**src/rtl/ksa_pkg.sv**
```systemverilog
// Shared constants and types for the 32-bit Kogge-Stone adder pipeline.
package ksa_pkg;
  localparam int KSA_WIDTH  = 32;
  localparam int KSA_SPAN8  = 8;
  localparam int KSA_SPAN16 = 16;

  typedef logic [KSA_WIDTH-1:0] gp_vec_t;
endpackage

```
**src/rtl/gp_window.sv**
```systemverilog
// Prefix cell merging a high group (g_hi,p_hi) with the adjacent lower group (g_lo,p_lo).
module gp_window (
  input  logic g_hi_i,
  input  logic p_hi_i,
  input  logic g_lo_i,
  input  logic p_lo_i,
  output logic g_o,
  output logic p_o
);
  assign g_o = g_hi_i | (p_hi_i & g_lo_i);
  assign p_o = p_hi_i & p_lo_i;
endmodule

```
**src/rtl/ksa_span_stage.sv**
```systemverilog
// One combinational Kogge-Stone prefix level: bit i merges with bit i-SPAN; low SPAN bits pass through.
module ksa_span_stage
  import ksa_pkg::*;
#(
  parameter int SPAN = KSA_SPAN8
) (
  input  gp_vec_t g_i,
  input  gp_vec_t p_i,
  output gp_vec_t g_o,
  output gp_vec_t p_o
);
  for (genvar gi = 0; gi < KSA_WIDTH; gi++) begin : g_bit
    if (gi < SPAN) begin : g_pass
      assign g_o[gi] = g_i[gi];
      assign p_o[gi] = p_i[gi];
    end else begin : g_merge
      gp_window u_cell (
        .g_hi_i (g_i[gi]),
        .p_hi_i (p_i[gi]),
        .g_lo_i (g_i[gi-SPAN]),
        .p_lo_i (p_i[gi-SPAN]),
        .g_o    (g_o[gi]),
        .p_o    (p_o[gi])
      );
    end
  end
endmodule

```
**src/rtl/ksa_stage5_sum_pipe.sv**
```systemverilog
// Span-8/span-16 prefix levels plus sum/carry-out, as a two-register valid/ready pipeline.
// Optional signed-overflow output enabled by defining KSA_OVERFLOW_FLAG_EN.
module ksa_stage5_sum_pipe
  import ksa_pkg::*;
#(
  parameter int WIDTH = KSA_WIDTH
) (
  input  logic             clk,
  input  logic             rst_n,
  input  logic             in_valid,
  output logic             in_ready,
  input  logic [WIDTH-1:0] g_in,
  input  logic [WIDTH-1:0] p_in,
  input  logic [WIDTH-1:0] hs_in,
  input  logic             cin,
  output logic             out_valid,
  input  logic             out_ready,
  output logic [WIDTH-1:0] sum,
  output logic             cout
`ifdef KSA_OVERFLOW_FLAG_EN
  ,output logic            ovf
`endif
);
  if (WIDTH != KSA_WIDTH) begin : g_width_check
    $error("ksa_stage5_sum_pipe supports only WIDTH=32");
  end

  logic    a_valid_q;
  gp_vec_t g8_q, p8_q, hs_q;
  logic    cin_q;
  logic    out_valid_q;
  gp_vec_t sum_q;
  logic    cout_q;

  gp_vec_t g8_d, p8_d;
  gp_vec_t gfull, pfull;
  logic [KSA_WIDTH:0] carry;
  gp_vec_t sum_d;
  logic    b_load, a_load;

  assign b_load = !out_valid_q || out_ready;
  assign a_load = !a_valid_q || b_load;

  ksa_span_stage #(.SPAN(KSA_SPAN8)) u_span8 (
    .g_i (g_in),
    .p_i (p_in),
    .g_o (g8_d),
    .p_o (p8_d)
  );

  ksa_span_stage #(.SPAN(KSA_SPAN16)) u_span16 (
    .g_i (g8_q),
    .p_i (p8_q),
    .g_o (gfull),
    .p_o (pfull)
  );

  // After span-16 every bit holds the full prefix [i:0], so carries need only cin.
  assign carry = {gfull | (pfull & {KSA_WIDTH{cin_q}}), cin_q};
  assign sum_d = hs_q ^ carry[KSA_WIDTH-1:0];

  always_ff @(posedge clk or negedge rst_n) begin
    if (!rst_n) begin
      a_valid_q <= 1'b0;
      g8_q      <= '0;
      p8_q      <= '0;
      hs_q      <= '0;
      cin_q     <= 1'b0;
    end else if (a_load) begin
      a_valid_q <= in_valid;
      g8_q      <= g8_d;
      p8_q      <= p8_d;
      hs_q      <= hs_in;
      cin_q     <= cin;
    end
  end

  always_ff @(posedge clk or negedge rst_n) begin
    if (!rst_n) begin
      out_valid_q <= 1'b0;
      sum_q       <= '0;
      cout_q      <= 1'b0;
    end else if (b_load) begin
      out_valid_q <= a_valid_q;
      sum_q       <= sum_d;
      cout_q      <= carry[KSA_WIDTH];
    end
  end

`ifdef KSA_OVERFLOW_FLAG_EN
  logic ovf_q;

  always_ff @(posedge clk or negedge rst_n) begin
    if (!rst_n) begin
      ovf_q <= 1'b0;
    end else if (b_load) begin
      ovf_q <= carry[KSA_WIDTH-1] ^ carry[KSA_WIDTH];
    end
  end

  assign ovf = ovf_q;
`endif

  assign in_ready  = a_load;
  assign out_valid = out_valid_q;
  assign sum       = sum_q;
  assign cout      = cout_q;
endmodule

```
**config.mk**
```make
export PLATFORM = sky130hd
export DESIGN_NAME = ksa_stage5_sum_pipe
export DESIGN_NICKNAME = d
export VERILOG_FILES = /design/src/rtl/ksa_pkg.sv /design/src/rtl/gp_window.sv /design/src/rtl/ksa_span_stage.sv /design/src/rtl/ksa_stage5_sum_pipe.sv
export SDC_FILE = /design/constraint.sdc
export NUM_CORES = 1
export LEC_CHECK = 0
export ABC_CLOCK_PERIOD_IN_PS = 1700
export CORE_MARGIN = 2
export CORE_UTILIZATION = 46
export CTS_BUF_LIST = sky130_fd_sc_hd__clkbuf_8
export CTS_CLUSTER_SIZE = 20
export DETAILED_ROUTE_END_ITERATION = 7
export PLACE_DENSITY = 0.84
export SYNTH_ARGS = -nofsm -noshare
export SYNTH_HDL_FRONTEND = slang
export SYNTH_SLANG_ARGS = --single-unit
export TNS_END_PERCENT = 50
```
**constraint.sdc**
```tcl
create_clock -name clk -period 1.7 [get_ports clk]
set_clock_uncertainty 0.05 [all_clocks]
set_input_delay 0.51 -clock clk [delete_from_list [all_inputs] [get_ports clk]]
set_output_delay 0.51 -clock clk [all_outputs]
set_load 0.01 [all_outputs]
```
==> results_dict.tcl <==
set metrics [dict create \
    status "complete, but fails checks" \
    violations "negative setup slack" \
    yosys-top-cells-area "dfrtp_1 (60%), nand2_1 (16%), a21oi_1 (5.1%)" \
    gr-total-overflow 0 \
    rows 40 \
    nets 835 \
    place_ws_ps -726 \
    hold_violations 0 \
    multi_input_comb_area_um2 1990 \
    fill_cells 959 \
    whs_ps 422 \
    crit_buf_inv 2 \
    netlist.area_leader.share 0.598 \
    crit_path_start_kind "flop" \
    syn-cell-area_um2 5530 \
    die_area_um2 12900 \
    drc 0 \
    crit_type "reg2out" \
    routed_wl_um 14000 \
    ant_nets 0 \
    arrival_ps 1280 \
    dp_hpwl_um 9930 \
    synth.yosys.warnings 0 \
    die_w_um 114 \
    start_util 0.466 \
    antenna_found_initial 0 \
    fin_crit_ps 1840 \
    ys_top_cells_by_count "nand2_1 (236), dfrtp_1 (132), a21oi_1 (56)" \
    gp_congestion 0.827 \
    grt_max_degree 109 \
    cts.reportedPaths.clkPinSlew_ps 80 \
    dr.pass1.iters 4 \
    utilization 0.635 \
    rsz0062_at_grt "yes" \
    avgSynthCellArea_um2 9.35 \
    power.density_nw_per_um2 1110 \
    critical-path-top-delay-family "flip-flops" \
    tritoncts "built" \
    ys_seq_elements 132 \
    drt_iter0_markers 332 \
    numCtsBuffers 17 \
    fmax_ghz 0.544 \
    grt_pass1_vias 4452 \
    cp_slowest_stage_delay_ps 390 \
    synthDistinctLibCells 19 \
    io_pins 136 \
    cp-end-kind "primary output" \
    core_area_um2 11900 \
    maxSlewHeadroom 0.718 \
    leakage_nw 3.58 \
    yosysMostFrequentCell "nand2_1" \
    clock_path_buffers 2 \
    io_buffers 135 \
    worstPathRequired_ps 1140 \
    synth_cells 591 \
    seq_area_frac_synth 0.598 \
    slowest_stage "dfrtp_1" \
    synthArstFlopShare 1.00 \
    dieHeight_um 114 \
    synth_edf_count 0 \
    avgViaCountPerCell 5.04 \
    drive_gt1_frac 0.0763 \
    setup_violations 1 \
    critPathMaxFanout 2 \
    syn_nets 692 \
    clock_latency_ps 430 \
    clock_sinks 132 \
    clock-root-buffer "clkbuf_8" \
    cap_violations 0 \
    crit_chain "nor2b_4 > and2_4 > inv_6 > buf_6" \
    grt_usage 0.223 \
    fin_ws_ps -138 \
    synthFlopType "dfrtp_1" \
    tightest_slew_ps 423 \
    vias 4502 \
    seqCellArea_um2 3300 \
    wl_per_cell_um 15.6 \
    grt_pass1_wl_um 22100 \
    fin_crit_sh 1.08 \
    slew_viol_final 0 \
    syn_to_final_growth_pct 36.3 \
    cts.htree.levels 4 \
    post-synth-top-area-cell "dfrtp_1" \
    hold_path_class "reg2reg" \
    ir_drop_v 0.000415 \
    antennaDiodeCount 0 \
]
## worst paths after layout
path	from	endpoint	slack, ps	cells past startpoint
max	out_valid	in_ready	-140	4
min	g8_q[3]	g8_q[3]	420	2
max reg2reg	cin_q	sum[28]	90	5
min reg2reg	g8_q[3]	g8_q[3]	420	2
max in group asynchronous	rst_n	cin_q	540	3
min in group asynchronous	rst_n	sum[14]	510	2
## routing by layer
layer | wire length, µm | track usage
met1 | 5830 | 0.285
met5 | 0 | 0
met2 | 7030 | 0.374
met3 | 807 | 0.0484
met4 | 291 | 0.0902
## metrics by stage
stage	area (µm²)	cells	TNS (ps)	power, W
after CTS	7440	890	-175	0.00835
final	7530	894	-138	0.00836
after global placement	7030	856	-44980	0.00553
after global routing	7530	894	-199	0.00877
after floorplan	5530	591	-81.0	0.00465
after detailed placement	7030	856	-47990	0.00562
## state kept, by name, summed over array words and instances, names as in the netlist
signal and count:
a_valid_q 1, cin_q 1, cout 1, g8_q 32, hs_q 32, out_valid 1, p8_q 32, sum 32
## worst register-to-register path, delay by kind of cell, from the launching register on
family          cells  cell delay [ps]
flops               1              380
xor+xnor            1              180
compound gates      3              680
buf+inv             1              200
## repair_timing
item,CTS,global route
setup buffers,1,3
setup endpoints to repair,112,77
cloned,0,1
hold buffers,1,0
resized for setup,53,23
hold endpoints to repair,36,0
## power by group
part | switching [W] | total, W | leakage [nW] | internal, W
Clock | 0.00122 | 0.00285 | 0.220 | 0.00163
Sequential | 0.000257 | 0.00383 | 1.57 | 0.00357
Combinational | 0.000840 | 0.00168 | 1.78 | 0.000842
## layout by cell type (no fill, tap or decap), types with 16 or more instances in the layout
cell type,instances
a21o_1,16
a21oi_1,56
clkbuf_8,18
clkdlybuf4s15_1,29
clkdlybuf4s50_1,98
dfrtp_1,132
nand2_1,236
nand3_1,24
nor2_1,16
o21ai_0,30
xnor2_1,17
## final cells by class
cell class / count / share of cell area
repair buffers: 156 / 0.214
flip-flops and latches: 132 / 0.438
clock inverters: 14 / 0.0246
multi-input cells: 426 / 0.265
inverters: 1 / 0.00116
well taps: 147 / 0.0244
clock buffers: 18 / 0.0329
## kinds of logic after synthesis
kind of cell / synth area share
buf+inv: 0.0423
xor+xnor: 0.0507
flops: 0.598
compound gates: 0.110
simple gates: 0.200
(Power assumes the default switching activity.)
